`src/rtl/systolic_skew_feeder.sv`:
```
// Diagonal skew feeder: row-major rows in, column k delayed k beats out, with zero
// padding of the triangles and an (n-1)-beat zero flush after the last row of a matrix.
module systolic_skew_feeder #(
   parameter int BitSize     = 8,
   parameter int NumOfInputs = 2
) (
   input  logic                           clk,
   input  logic                           res_n,
   input  logic                           in_valid,
   output logic                           in_ready,
   input  logic                           in_start,
   input  logic                           in_last,
   input  logic [NumOfInputs*BitSize-1:0] in_data,
   input  logic                           out_ready,
   output logic                           out_valid,
   output logic                           out_start,
   output logic                           out_last,
   output logic [NumOfInputs*BitSize-1:0] out_data
);

   localparam int DataW = NumOfInputs * BitSize;
   localparam int CntW  = (NumOfInputs > 1) ? $clog2(NumOfInputs) : 1;
   localparam bit SingleLane = (NumOfInputs == 1);
   localparam logic [CntW-1:0] LastCnt = CntW'((NumOfInputs > 1) ? (NumOfInputs - 2) : 0);

   typedef enum logic [1:0] {
      IDLE   = 2'd0,
      STREAM = 2'd1,
      FLUSH  = 2'd2
   } state_t;

   state_t            state_r;
   state_t            state_nxt_s;
   logic [CntW-1:0]   flush_cnt_r;
   logic [CntW-1:0]   flush_cnt_nxt_s;
   logic              out_valid_r;
   logic              out_start_r;
   logic              out_last_r;
   logic              out_free_s;
   logic              in_ready_s;
   logic              accept_s;
   logic              adv_s;
   logic              last_flush_s;
   logic              last_beat_s;
   logic [DataW-1:0]  shift_in_s;

   // Handshake and lane-advance decode; in_ready is held low while reset is applied.
   always_comb begin
      out_free_s   = out_ready || !out_valid_r;
      in_ready_s   = res_n && out_free_s && (state_r != FLUSH);
      accept_s     = in_valid && in_ready_s;
      adv_s        = out_free_s && (accept_s || (state_r == FLUSH));
      last_flush_s = (state_r == FLUSH) && (flush_cnt_r == LastCnt);
      last_beat_s  = SingleLane ? (accept_s && in_last) : last_flush_s;
      shift_in_s   = (state_r == FLUSH) ? {DataW{1'b0}} : in_data;
   end

   // Matrix framing state and flush beat counter.
   always_ff @(posedge clk or negedge res_n) begin
      if (!res_n) begin
         state_r     <= IDLE;
         flush_cnt_r <= {CntW{1'b0}};
      end else begin
         state_r     <= state_nxt_s;
         flush_cnt_r <= flush_cnt_nxt_s;
      end
   end

   // Next-state logic: any accepted row streams; a last row enters the zero flush.
   always_comb begin
      state_nxt_s     = state_r;
      flush_cnt_nxt_s = flush_cnt_r;
      case (state_r)
         IDLE, STREAM: begin
            if (adv_s) begin
               flush_cnt_nxt_s = {CntW{1'b0}};
               if (in_last) begin
                  state_nxt_s = SingleLane ? IDLE : FLUSH;
               end else begin
                  state_nxt_s = STREAM;
               end
            end else begin
               state_nxt_s = state_r;
            end
         end
         FLUSH: begin
            if (adv_s && last_flush_s) begin
               state_nxt_s     = IDLE;
               flush_cnt_nxt_s = {CntW{1'b0}};
            end else if (adv_s) begin
               flush_cnt_nxt_s = flush_cnt_r + CntW'(1);
            end else begin
               flush_cnt_nxt_s = flush_cnt_r;
            end
         end
         default: begin
            state_nxt_s     = IDLE;
            flush_cnt_nxt_s = {CntW{1'b0}};
         end
      endcase
   end

   // Beat qualifiers: set on advance, cleared when the sink is free, frozen while stalled.
   always_ff @(posedge clk or negedge res_n) begin
      if (!res_n) begin
         out_valid_r <= 1'b0;
         out_start_r <= 1'b0;
         out_last_r  <= 1'b0;
      end else if (adv_s) begin
         out_valid_r <= 1'b1;
         out_start_r <= accept_s && in_start;
         out_last_r  <= last_beat_s;
      end else if (out_free_s) begin
         out_valid_r <= 1'b0;
         out_start_r <= 1'b0;
         out_last_r  <= 1'b0;
      end else begin
         out_valid_r <= out_valid_r;
         out_start_r <= out_start_r;
         out_last_r  <= out_last_r;
      end
   end

   // Lane k is a (k+1)-deep shift register; its last stage is column k of the output beat.
   for (genvar k = 0; k < NumOfInputs; k++) begin : g_lane
      logic [BitSize-1:0] stage_r [0:k];

      // Shift one stage per advance.
      always_ff @(posedge clk or negedge res_n) begin
         if (!res_n) begin
            for (int i = 0; i <= k; i++) begin
               stage_r[i] <= {BitSize{1'b0}};
            end
         end else if (adv_s) begin
            stage_r[0] <= shift_in_s[k*BitSize +: BitSize];
            for (int i = 1; i <= k; i++) begin
               stage_r[i] <= stage_r[i-1];
            end
         end
      end

      assign out_data[(NumOfInputs-1-k)*BitSize +: BitSize] = stage_r[k];
   end

   assign in_ready  = in_ready_s;
   assign out_valid = out_valid_r;
   assign out_start = out_start_r;
   assign out_last  = out_last_r;

endmodule

```
`config.mk`:
```
export PLATFORM = sky130hd
export DESIGN_NAME = systolic_skew_feeder
export DESIGN_NICKNAME = d
export VERILOG_FILES = /design/src/rtl/systolic_skew_feeder.sv
export SDC_FILE = /design/constraint.sdc
export NUM_CORES = 1
export LEC_CHECK = 0
export CORE_ASPECT_RATIO = 0.9
export CORE_MARGIN = 5
export CORE_UTILIZATION = 47
export DETAILED_ROUTE_END_ITERATION = 10
export GPL_ROUTABILITY_DRIVEN = 0
export PLACE_DENSITY = 0.9
export SLEW_MARGIN = 25
export SYNTH_ARGS = -nofsm -noshare
export SYNTH_HDL_FRONTEND = slang
export SYNTH_SLANG_ARGS = --single-unit
```
`constraint.sdc`:
```
create_clock -name clk -period 2.15 [get_ports clk]
set_input_delay 0.43 -clock clk [delete_from_list [all_inputs] [get_ports clk]]
set_output_delay 0.43 -clock clk [all_outputs]
set_load 0.01 [all_outputs]
```
==> results of run 1 <==
## kinds of logic (layout without fill, tap and decap cells)
logic type             after synthesis  in the layout  synth area share, %
flip-flops                          30             30                 61.0
AO/OA/AOI/OAI                       23             23                 15.0
AND/OR/NAND/NOR                     13             13                 7.12
buffers and inverters               13             53                 8.95
multiplexers                         8              8                 7.93
## power groups by stage
stage | combinational (mW) | clock (mW) | sequential (mW)
finish | 0.559 | 0.355 | 0.794
global route | 0.600 | 0.385 | 0.812
CTS | 0.568 | 0.362 | 0.794
detailed placement | 0.568 | 0 | 0.800
global placement | 0.550 | 0 | 0.793
floorplan | 0.335 | 0 | 0.799
## cells in the final DEF, fill, tap and decap left out, drive strengths merged
cell / n
a21o: 1
mux2: 8
or3: 1
a21oi: 1
nand2: 4
clkinvlp: 1
a22o: 17
clkinv: 1
o31ai: 1
o21ai: 3
clkdlybuf4s50: 40
nand2b: 2
and2: 1
nor3: 1
nor2: 1
nor2b: 1
dfrtp: 30
dlygate4sd2: 1
and3: 1
clkbuf: 6
and2b: 1
buf: 4
## metrics by stage
step	instance area, um2	instances	setup TNS, ps	total power, mW
6_report	1680	155	0	1.71
4_1_cts	1680	155	0	1.72
3_5_place_dp	1620	147	-44.7	1.37
2_1_floorplan	1230	87	0	1.13
5_1_grt	1680	155	0	1.80
3_3_place_gp	1620	147	-30.3	1.34
## path summary, 6_finish.rpt
path	startpoint	to	slack, ps
max in group asynchronous	res_n	out_valid	1320
min	g_lane[1].stage_r[14]	g_lane[1].stage_r[14]	510
min reg2reg	g_lane[1].stage_r[14]	g_lane[1].stage_r[14]	510
max	state_r[0]	in_ready	190
min in group asynchronous	res_n	out_data[7]	560
max reg2reg	out_valid	out_data[0]	710
## critical path, stage by stage, from the launching register on
cell and delay (ps):
dfrtp_1 420, and2b_1 290, nor2_1 70, and2_1 150
dlygate4sd2_1 270
## per-layer routing
layer | share of wire (%) | routed length (um)
met2 | 45 | 1170
met4 | 1.2 | 31
met3 | 10 | 266
met5 | 0 | 0
met1 | 43 | 1110
## state kept, by name, indices dropped and copies added, names as in the netlist
register	count
g_lane.stage_r	16
out_data	8
state_r	2
flush_cnt_r	1
out_last	1
out_start	1
out_valid	1
## layout make-up
type | instances | share of cell area [%]
Clock buffer | 6 | 3.05
Clock inverter | 2 | 0.743
Multi-Input combinational cell | 44 | 21.9
Tap cell | 28 | 2.08
Timing Repair Buffer | 45 | 27.6
Sequential cell | 30 | 44.6
==> results.cfg, run 1 <==
[status]
status = completed

[clock_network]
htree_levels = 2
cts_buffers = 5
ctsHoldBuffers = 0
cts.path.max_buffers = 2
clkTransAtPathRegs_ps = 90
cts_setup_buffers = 0
cts_tree = built
cts_num_sinks = 30
cts-root-buf = clkbuf_4
clk_latency_ps = 330
cts_resized = 1

[finish]
areaGrowthSynthToFinish_pct = 36.8
layout.nets = 148
fin_util_pct = 67.6
nFillCells = 188
drive_gt1_share_pct = 17.3
regArea_um2 = 751
antennaDiodeCount = 0
multi_input_comb_area_um2 = 369

[global_routing]
antenna_found_initial = 0
grt-ovfl-total = 0
gr-usage-met3_pct = 8.59
track_usage_pct = 15.3
grt_max_degree = 31
grt_pass1_vias = 905
met2_usage_pct = 24.0
gr-usage-met1_pct = 17.7
grt_first_pass_wirelength_mm = 4.31
grt_busiest_layer = met2

[placement]
pre_cts_ws_ps = -44.7
portBuffers = 41
dpl.hpwl_mm = 1.85

[timing]
worst_pin_slew_ps = 383
post-route-period-util_pct = 91.2
fin_ws_ps = 188
fin_crit_ps = 1960
setup_viol = 0
rsz0062_at_grt = no
drv_slew = 0
fmaxAchievable_ghz = 0.510
fin_skew_ps = 9.03
hold_viol = 0
fin_hold_ws_ps = 512
relSlewSlack_pct = 74.4

[synth]
synth_top_area_share_pct = 61.0
synthCells = 87
yosys_warnings = 0
synthTopCellsByArea = dfrtp_1 61%, a22o_1 12%, buf_4 5.5%
synth.distinct_cells = 21
yosysMostFrequentCell = dfrtp_1
ys_ff_latch = 30
ys_seq_area_share_pct = 61.0
synthTopCellsByCount = 30 x dfrtp_1, 17 x a22o_1, 9 x buf_4, 6 x mux2_2, 4 x nand2_1
async_flop_share_pct = 100
netlist_area_mm2 = 0.00123
ys.flop_type = dfrtp_1
syn-mean-instance-area_um2 = 14.1
synth_enable_flop_cells = 0
yosys.area.top_type = dfrtp_1
syn_nets = 109

[min_path]
hold_path_class = flip-flop to flip-flop
holdPathStages = 1

[floorplan]
start_util_pct = 49.4
dieWidth_um = 63.9
coreArea_mm2 = 0.00249
num_rows = 17
dieHeight_um = 58.5
io_pins = 42
dieArea_mm2 = 0.00374

[worst_setup_path]
start_kind = flip-flop
worstPathRequired_ps = 1720
reg2regPathDepth = 5
cp_max_fo = 4
criticalPathCategory = flip-flop to output pin
arrival_ps = 1530
end_kind = output pin

[drt]
drtAntennaViolNets = 0
wl_per_cell_um = 16.6
vias_per_cell = 5.32
drtIter0Drc = 15
drcViolationCount = 0
wl_mm = 2.58
firstDrtPassIters = 4
num_vias = 825

[power_and_ir_drop]
powerDensity_mw_per_mm2 = 1010
p_comb_share_pct = 32.7
power_frac_clock_pct = 20.8
p_leak_nw = 0.766
netSwitchingPower_mw = 0.483
ir_drop_mv = 0.654
intPower_mw = 1.22
swShare_pct = 28.3
p_seq_share_pct = 46.5

[run]
cap_violations = 0
Power figures use the tool's default switching activity.
==> run 2: changes to the inputs <==
RECOVER_POWER = 50   (was default)
clock period = 2.4 ns   (was 2.15 ns; I/O delays follow)
==> run 2 against run 1 <==
  * The flow now finishes with violations (capacitance limit, slew limit)
  * Sequential power fell by 11%
  * Cell count fell by 1.3%
  * Count of clock-buffer cells in the layout did not move
  * Flip-flop and latch count did not move
  * Critical path depth rose by 1
  * Utilization fell by 1.4 points
  * Via count fell by 3.5%
  * Total power fell by 13%
  * Cell area fell by 2.0%
  * Critical path type is now input pin to output pin
  * Largest cell class unchanged
==> results.cfg, run 2 (synthesis gave the netlist of run 1 again) <==
[status]
status = finished, violations left
violations = capacitance limit, slew limit

[worst_setup_path]
worstPathRequired_ps = 1920
arrival_ps = 1820
start_kind = input pin
rrSetupSlack_ps = 500
cp_max_fo = 2
end_kind = output pin
criticalPathCategory = input pin to output pin

[clock_network]
cts_setup_buffers = 0
cts_resized = 0
clk_latency_ps = 310
clkTransAtPathRegs_ps = 90
ctsHoldBuffers = 0
cts_buffers = 5
cts-root-buf = clkbuf_4
cts_num_sinks = 30
cts_tree = built
cts.path.max_buffers = 2
htree_levels = 2

[floorplan]
start_util_pct = 49.4
dieWidth_um = 63.9
num_rows = 17
coreArea_mm2 = 0.00249
dieArea_mm2 = 0.00374
dieHeight_um = 58.5
io_pins = 42

[global_routing]
track_usage_pct = 15.0
antenna_found_initial = 0
grt_max_degree = 31
grt_pass1_vias = 870
grt-ovfl-total = 0
grt_first_pass_wirelength_mm = 4.20

[run]
cap_violations = 1

[finish]
drive_gt1_share_pct = 14.4
top_register = g_lane.stage_r
layout_commonest_cell = clkdlybuf4s50_1
largest_reg_flops = 16
multi_input_comb_area_um2 = 369
areaGrowthSynthToFinish_pct = 34.1
antennaDiodeCount = 0
layout.nets = 148
final_cell_mix = 41 x clkdlybuf4s50_1, 30 x dfrtp_1, 17 x a22o_1, 6 x mux2_2, 5 x clkbuf_4
regArea_um2 = 751
nFillCells = 195

[timing]
hold_viol = 0
setup_viol = 0
fin_crit_ps = 2300
worst_pin_slew_ps = 1520
rsz0062_at_grt = no
relSlewSlack_pct = -1.65
post-route-period-util_pct = 95.8
fin_hold_ws_ps = 486
fmaxAchievable_ghz = 0.435
drv_slew = 31
fin_tns_setup_ps = 0
fin_skew_ps = 5.44

[drt]
wl_mm = 2.41
wl_per_cell_um = 15.7
drtIter0Drc = 9
drtAntennaViolNets = 0
drcViolationCount = 0
firstDrtPassIters = 2
vias_per_cell = 5.20
num_vias = 796

[power_and_ir_drop]
powerDensity_mw_per_mm2 = 897
p_leak_nw = 0.745
ir_drop_mv = 0.640

[min_path]
hold_path_class = flip-flop to flip-flop

[placement]
portBuffers = 41
dpl.hpwl_mm = 1.76
-- run 2: final timing paths --
path,endpoint,startpoint,cells past startpoint
setup / recovery,in_ready,out_ready,5
hold / removal,out_last,out_last,2
setup reg to reg,out_data[1],out_valid,5
hold reg to reg,out_last,out_last,2
max in group asynchronous,out_data[1],res_n,2
min in group asynchronous,out_start,res_n,2
-- run 2: power breakdown --
part | total, mW | internal (mW) | switching, mW
Clock | 0.284 | 0.132 | 0.152
Combinational | 0.488 | 0.313 | 0.174
Sequential | 0.708 | 0.635 | 0.0730
Total | 1.48 | 1.08 | 0.400
-- run 2: stage by stage --
stage	instances	utilization [%]	total power, mW	instance area [um2]	setup WS, ps
final	153	66.3	1.48	1650	102
after CTS	153	67.2	1.51	1670	99.4
after global routing	153	66.3	1.57	1650	54.5
after global placement	147	65.1	1.20	1620	120
after floorplan	87	-	1.02	1230	939
after detailed placement	147	65.1	1.22	1620	99.4
-- run 2: critical path, stage by stage --
cell	delay (ps)
clkdlybuf4s50_1	500
nor2b_4	50
nor2_1	130
and2_1	140
clkdlybuf4s50_1	520
-- run 2: metal layers --
metal | global-route usage (%) | share of wire, % | wire [um] | up-vias
li1 | - | - | - | 379
met4 | 5.34 | 0.71 | 17 | 0
met2 | 22.8 | 48 | 1160 | 33
met3 | 8.59 | 10 | 241 | 4
met5 | 0 | 0 | 0 | -
met1 | 17.7 | 41 | 987 | 380
-- run 2: cell type report --
class / count / area share (%)
multi-input cells: 44 / 22.4
clock buffers: 6 / 3.11
flip-flops and latches: 30 / 45.5
repair buffers: 45 / 26.9
well taps: 28 / 2.12
